`src/rtl/dac_sample_streamer.sv`:
```
// -----------------------------------------------------------------------------
// dac_sample_streamer
//
// Streams DW-bit samples from an upstream register block into a parallel DAC.
// Samples are buffered in a DEPTH-word FIFO and emitted one per conversion
// period of P = rate_div + 2 aclk cycles. Each period with data:
//   - the period-start edge (cnt==0, enable=1) pops the head word onto
//     dac_data and drives dac_clk low,
//   - dac_clk rises on the edge leaving cnt==P/2, so dac_data has P/2 cycles
//     of setup to the DAC's latching edge,
//   - dac_clk then stays high until the next period-start edge.
// A period that starts with an empty FIFO keeps dac_clk low, holds dac_data
// and sets the sticky underrun flag.
//
// Ports
//   aclk        in   single clock for all logic
//   aresetn     in   asynchronous active-low reset
//   s_valid     in   upstream sample valid
//   s_ready     out  FIFO can accept a sample (!full && !flush, combinational)
//   s_data      in   [DW-1:0] sample word
//   enable      in   conversions run while high
//   flush       in   one-cycle pulse: empty FIFO, clear underrun
//   rate_div    in   [15:0] conversion period P = rate_div + 2
//   dac_clk     out  DAC latch clock (DAC samples on rising edge)
//   dac_data    out  [DW-1:0] registered DAC data bus
//   fifo_level  out  [$clog2(DEPTH):0] words currently stored
//   underrun    out  sticky: a period started with an empty FIFO
// -----------------------------------------------------------------------------
module dac_sample_streamer #(
    parameter int DEPTH = 16,
    parameter int DW    = 8
) (
    input  logic                   aclk,
    input  logic                   aresetn,
    input  logic                   s_valid,
    output logic                   s_ready,
    input  logic [DW-1:0]          s_data,
    input  logic                   enable,
    input  logic                   flush,
    input  logic [15:0]            rate_div,
    output logic                   dac_clk,
    output logic [DW-1:0]          dac_data,
    output logic [$clog2(DEPTH):0] fifo_level,
    output logic                   underrun
);

    localparam int AW = $clog2(DEPTH);
    // Period can reach 0xFFFF + 2, so one bit wider than rate_div.
    localparam int PW = 17;

    // Phase of the current conversion period.
    typedef enum logic [1:0] {
        ST_IDLE   = 2'd0,   // enable low, counter parked at 0
        ST_PLAY   = 2'd1,   // a word was popped at this period's start
        ST_STARVE = 2'd2    // period started with an empty FIFO
    } state_t;

    // -------------------------------------------------------------------------
    // Declarations
    // -------------------------------------------------------------------------
    logic [DW-1:0] r_mem [DEPTH];
    logic [AW:0]   r_wr_ptr;
    logic [AW:0]   r_rd_ptr;
    logic [AW:0]   r_level;
    logic [AW:0]   w_wr_ptr_nxt;
    logic [AW:0]   w_rd_ptr_nxt;

    logic [PW-1:0] r_cnt;
    logic [PW-1:0] r_period;
    logic [PW-1:0] w_cnt_nxt;
    logic [PW-1:0] w_period_cur;
    logic [PW-1:0] w_half;

    state_t        r_state;
    state_t        w_state_nxt;

    logic          r_dac_clk;
    logic          w_dac_clk_nxt;
    logic [DW-1:0] r_dac_data;
    logic          r_underrun;

    logic          w_full;
    logic          w_empty;
    logic          w_push;
    logic          w_start;
    logic          w_pop;
    logic          w_cnt_last;
    logic [DW-1:0] w_head;

    // -------------------------------------------------------------------------
    // FIFO status and handshake
    // -------------------------------------------------------------------------
    // r_level is registered from the next-state pointers, so it is exact every
    // cycle and can stand in for the pointer comparison.
    assign w_full  = (r_level == (AW+1)'(DEPTH));
    assign w_empty = (r_level == '0);

    // Gating with aresetn keeps s_ready low throughout reset and lets it rise
    // on the very first cycle after release.
    assign s_ready = aresetn && !w_full && !flush;
    assign w_push  = s_valid && s_ready;

    // Period start is judged on the registered counter; a word pushed into an
    // empty FIFO is only visible through r_level one edge later, so there is
    // no bypass path from s_data to dac_data.
    assign w_start = enable && (r_cnt == '0);
    assign w_pop   = w_start && !w_empty;
    assign w_head  = r_mem[r_rd_ptr[AW-1:0]];

    // Flush wins over push and pop: both pointers return to zero. A pop on the
    // same edge still presents the head word on dac_data.
    always_comb begin
        // NOTE: every signal driven here gets a default first, so no path
        // through the block leaves it unassigned and no latch is inferred.
        w_wr_ptr_nxt = r_wr_ptr;
        w_rd_ptr_nxt = r_rd_ptr;
        if (flush) begin
            w_wr_ptr_nxt = '0;
            w_rd_ptr_nxt = '0;
        end else begin
            if (w_push) w_wr_ptr_nxt = r_wr_ptr + 1'b1;
            if (w_pop)  w_rd_ptr_nxt = r_rd_ptr + 1'b1;
        end
    end

    always_ff @(posedge aclk or negedge aresetn) begin
        // NOTE: state registers use non-blocking assignments so every flop
        // samples the pre-edge values regardless of statement order.
        if (!aresetn) begin
            r_wr_ptr <= '0;
            r_rd_ptr <= '0;
            r_level  <= '0;
        end else begin
            r_wr_ptr <= w_wr_ptr_nxt;
            r_rd_ptr <= w_rd_ptr_nxt;
            r_level  <= w_wr_ptr_nxt - w_rd_ptr_nxt;
        end
    end

    // NOTE: the sample storage is deliberately not reset; the pointers define
    // which entries are valid, and leaving the array out of reset lets it map
    // onto plain RAM.
    always_ff @(posedge aclk) begin
        if (w_push) begin
            r_mem[r_wr_ptr[AW-1:0]] <= s_data;
        end
    end

    // -------------------------------------------------------------------------
    // Period counter
    // -------------------------------------------------------------------------
    // At cnt==0 the period being started takes the live rate_div; elsewhere the
    // period latched at the last start applies, so mid-period changes wait.
    assign w_period_cur = (r_cnt == '0) ? ({1'b0, rate_div} + PW'(2)) : r_period;
    assign w_half       = w_period_cur >> 1;
    assign w_cnt_last   = (r_cnt == (w_period_cur - PW'(1)));

    always_comb begin
        w_cnt_nxt = r_cnt + PW'(1);
        if (!enable || w_cnt_last) begin
            w_cnt_nxt = '0;
        end
    end

    always_ff @(posedge aclk or negedge aresetn) begin
        if (!aresetn) begin
            r_cnt    <= '0;
            r_period <= PW'(2);
        end else begin
            r_cnt <= w_cnt_nxt;
            if (r_cnt == '0) begin
                r_period <= w_period_cur;
            end
        end
    end

    // -------------------------------------------------------------------------
    // Conversion phase FSM and DAC outputs
    // -------------------------------------------------------------------------
    always_ff @(posedge aclk or negedge aresetn) begin
        if (!aresetn) begin
            r_state <= ST_IDLE;
        end else begin
            r_state <= w_state_nxt;
        end
    end

    always_comb begin
        w_state_nxt   = r_state;
        w_dac_clk_nxt = r_dac_clk;
        if (!enable) begin
            // Disabling aborts the period outright; a popped word is not
            // replayed when enable returns.
            w_state_nxt   = ST_IDLE;
            w_dac_clk_nxt = 1'b0;
        end else if (w_start) begin
            w_state_nxt   = w_empty ? ST_STARVE : ST_PLAY;
            w_dac_clk_nxt = 1'b0;
        end else if ((r_state == ST_PLAY) && (r_cnt == w_half)) begin
            // cnt >= 1 here because P/2 >= 1. For P=2 this is the last cycle
            // of the period, giving one low and one high cycle per sample.
            w_dac_clk_nxt = 1'b1;
        end
    end

    // Reset drives dac_clk low asynchronously, so a reset during a conversion
    // cannot produce a spurious rising edge at the DAC.
    always_ff @(posedge aclk or negedge aresetn) begin
        if (!aresetn) begin
            r_dac_clk  <= 1'b0;
            r_dac_data <= '0;
            r_underrun <= 1'b0;
        end else begin
            r_dac_clk <= w_dac_clk_nxt;
            if (w_pop) begin
                r_dac_data <= w_head;
            end
            if (flush) begin
                r_underrun <= 1'b0;
            end else if (w_start && w_empty) begin
                r_underrun <= 1'b1;
            end
        end
    end

    assign dac_clk    = r_dac_clk;
    assign dac_data   = r_dac_data;
    assign fifo_level = r_level;
    assign underrun   = r_underrun;

endmodule

```
`config.mk`:
```
export PLATFORM = sky130hd
export DESIGN_NAME = dac_sample_streamer
export DESIGN_NICKNAME = d
export VERILOG_FILES = /design/src/rtl/dac_sample_streamer.sv
export SDC_FILE = /design/constraint.sdc
export NUM_CORES = 1
export LEC_CHECK = 0
export CAP_MARGIN = 20
export CORE_UTILIZATION = 30
export DETAILED_ROUTE_END_ITERATION = 10
export GPL_TIMING_DRIVEN = 0
export PLACE_DENSITY_LB_ADDON = 0.25
export SETUP_SLACK_MARGIN = 0.1
export SLEW_MARGIN = 20
export SYNTH_ARGS = -nofsm -noshare
export SYNTH_HDL_FRONTEND = slang
export SYNTH_SLANG_ARGS = --single-unit
```
`constraint.sdc`:
```
create_clock -name aclk -period 5.77 [get_ports aclk]
set_clock_uncertainty 0.05 [all_clocks]
set_input_delay 1.4425 -clock aclk [delete_from_list [all_inputs] [get_ports aclk]]
set_output_delay 1.4425 -clock aclk [all_outputs]
set_load 0.01 [all_outputs]
```
==> flow_metrics.env <==
export IMPL_powerDensity_nw_per_um2=326
export IMPL_drt_pre_antenna_iters=8
export IMPL_postRouteAntennaNets=0
export IMPL_clk_pin_slew_ns=0.07
export IMPL_floorplan_initialDensity=0.307
export IMPL_antenna_cells=0
export IMPL_syn_inst=684
export IMPL_io_pins=45
export IMPL_period_minus_slack_ns=5.05
export IMPL_overflow=0
export IMPL_insertion_delay_ns=0.44
export IMPL_nets=793
export IMPL_internal_power_uw=2570
export IMPL_drtIter0Drc=360
export IMPL_port_buffers=43
export IMPL_clock_path_buffers=2
export IMPL_drc=8
export IMPL_crit_fanout=10
export IMPL_switchingPower_uw=1010
export IMPL_holdCritPathClass="reg -> reg"
export IMPL_ys_ff_latch=189
export IMPL_hold_buffers=0
export IMPL_cp_data_arrival_time_ns=5.32
export IMPL_status="complete, but fails checks"
export IMPL_core_sq_um=30700
export IMPL_area_growth_pct=16.6
export IMPL_cts_tree="done"
export IMPL_setup_viol=0
export IMPL_path_class="in -> reg"
export IMPL_fillers=2980
export IMPL_synth_ff_type="edfxtp_1"
export IMPL_avgSynthCellArea_sq_um=13.8
export IMPL_period_share=0.876
export IMPL_syn_cell_area_sq_um=9430
export IMPL_track_usage=0.138
export IMPL_wl_per_cell_um=18.0
export IMPL_antenna_found_initial=0
export IMPL_rows=64
export IMPL_dp_hpwl_um=14900
export IMPL_slew_headroom=0.338
export IMPL_fin_tns_setup_ns=0
export IMPL_swShare=0.283
export IMPL_vias=5665
export IMPL_maxClockFrequency_mhz=198
export IMPL_final_common_cell="edfxtp_1"
export IMPL_fin_area_sq_um=11000
export IMPL_ys_warn_count=0
export IMPL_place_congestion=0.776
export IMPL_post_route_cells_drive_above_1_share=0.174
export IMPL_final_cell_mix="edfxtp_1 (128), dfrtp_1 (60), clkdlybuf4s50_1 (42)"
export IMPL_fp_dieH_um=179
export IMPL_p_leak_uw=0.00388
export IMPL_clockPowerShare=0.327
export IMPL_die_w_um=179
export IMPL_vdd_drop_max_mv=0.186
export IMPL_utilization=0.358
export IMPL_drv_slew=0
export IMPL_synth_fp_nets=727
export IMPL_wirelength_um=20800
export IMPL_cp_required_ns=6.04
export IMPL_violations="design-rule violations"
export IMPL_cts_made_buffers=17
export IMPL_cp_end_kind="flop"
export IMPL_clock_sinks=189
export IMPL_synth_sequential_area_ratio=0.570
export IMPL_grt_max_degree=35
export IMPL_die_area_sq_um=32100
export IMPL_rr_worst_depth=16
export IMPL_rsz0062_at_grt="no"
export IMPL_cp_start_kind="input pin"
export IMPL_synth_edf_count=128
export IMPL_comb_power_share=0.228
export IMPL_ys_types=72
export IMPL_total_power_uw=3580
export IMPL_async_reset_ff_frac=0.323
export IMPL_grt_pass1_vias=5648
export IMPL_hold_depth=1
export IMPL_cts_htree_levels=4
export IMPL_avgViaCountPerCell=4.89
export IMPL_hold_viol_final=0
export IMPL_placedInstanceArea_sq_um=10400
export IMPL_grt_pass1_wl_um=32900
export IMPL_cap_violations=0
export IMPL_worst_pin_slew_ns=0.993
export IMPL_power_frac_seq=0.445
export IMPL_cts_root_buf="clkbuf_16"
through the flow:
stage	hold WS, ns	worst slack (ns)	cells
detailed placement	0.447	0.248	1125
global placement	0.441	-1.17	1123
CTS	0.467	0.383	1157
floorplan	0.420	1.50	684
global route	0.485	0.302	1159
finish	0.457	0.717	1159
registers in the layout, summed over array words and instances, names as in the netlist:
signal / count
r_mem: 128
r_cnt: 17
r_period: 17
dac_data: 8
fifo_level: 5
r_rd_ptr: 5
r_wr_ptr: 5
r_state: 2
dac_clk: 1
underrun: 1
path summary, 6_finish.rpt:
kind                             start  slack (ns)      endpoint
setup / recovery           rate_div[1]        0.72      r_cnt[8]
hold / removal             dac_data[3]        0.46   dac_data[3]
setup reg to reg              r_cnt[8]        0.91      r_cnt[8]
hold reg to reg            dac_data[3]        0.46   dac_data[3]
max in group asynchronous      aresetn        4.24      r_cnt[0]
min in group asynchronous      aresetn        0.90  r_period[16]
cells by family (layout without fill, tap and decap cells):
logic type	after synthesis	count (layout)	synth area share
AOI/OAI and AO/OA	78	78	0.0647
xor gates and xnor gates	64	64	0.0595
adders and majority gates	14	14	0.0194
buffers and inverters	71	150	0.0362
DFF	189	189	0.570
muxes	59	59	0.118
and+or+nand+nor	209	209	0.132
final cells by class:
type,instances,area (sq um),area share
plain buffers,41,229,0.0208
clock buffers,18,439,0.0400
repair buffers,48,478,0.0435
multi-input cells,424,3720,0.339
flip-flops and latches,189,5370,0.489
inverters,29,109,0.00990
clock inverters,14,149,0.0135
well taps,396,495,0.0451
power by group through the flow:
stage,Sequential [uW],Combinational [uW],Clock [uW]
finish,1590,816,1170
global route,1600,890,1240
CTS,1590,830,1200
detailed placement,1620,825,0
global placement,1620,820,0
floorplan,1630,500,0
cell usage after synthesis (all sizes together), types with 2 or more instances:
master   instances  area [sq um]
or4              5          37.5
edfxtp         128          3840
xnor2           38           333
a31oi            9          83.8
a21o             4          30.0
or2              4          25.0
mux4            40           901
dfrtp           60          1500
a221oi           2          17.5
o2111ai          2          17.5
and4             3          26.3
o211ai           3          22.5
inv             29           109
mux2i            9           103
nor3b            7          52.6
o21ai           17          85.1
or3              7          43.8
nor4b            3          41.3
and3            16           100
nand4           17           106
a2111oi          3          27.5
mux2            10           113
a41oi            9          97.6
xor2            26           228
nand3           17          90.1
clkbuf          18          67.6
ha              13           163
buf             24           165
o41ai            3          26.3
nand2b           3          18.8
o21a             3          22.5
a21oi           10          50.1
nor3            10          50.1
nor2b            7          43.8
nor4            10           108
nand2           34           128
and2            14          87.6
nor2            48           250
a211o            2          17.5
metal layers:
layer  part of all wire  GRT usage
met2               0.47      0.214
met1               0.49      0.196
met3              0.030     0.0208
met4              0.013     0.0455
met5                  0          0
worst max-delay path: stages:
cell and delay (ns):
clkdlybuf4s50_1 0.49, clkbuf_1 0.34, nor2_1 0.10, a21oi_1 0.31, ha_1 0.34, nor3b_1 0.35, nand4_1 0.20, a21o_1 0.25
nor4_1 0.25, o21ai_0 0.12, a2111oi_1 0.46, o2111a_1 0.28, buf_6 0.15, buf_12 0.18, nor2_4 0.05
what timing repair did:
action,in CTS,in global routing
setup endpoints to repair,0,17
gates resized for setup,0,0
buffers inserted,0,3
Power figures use the tool's default switching activity.
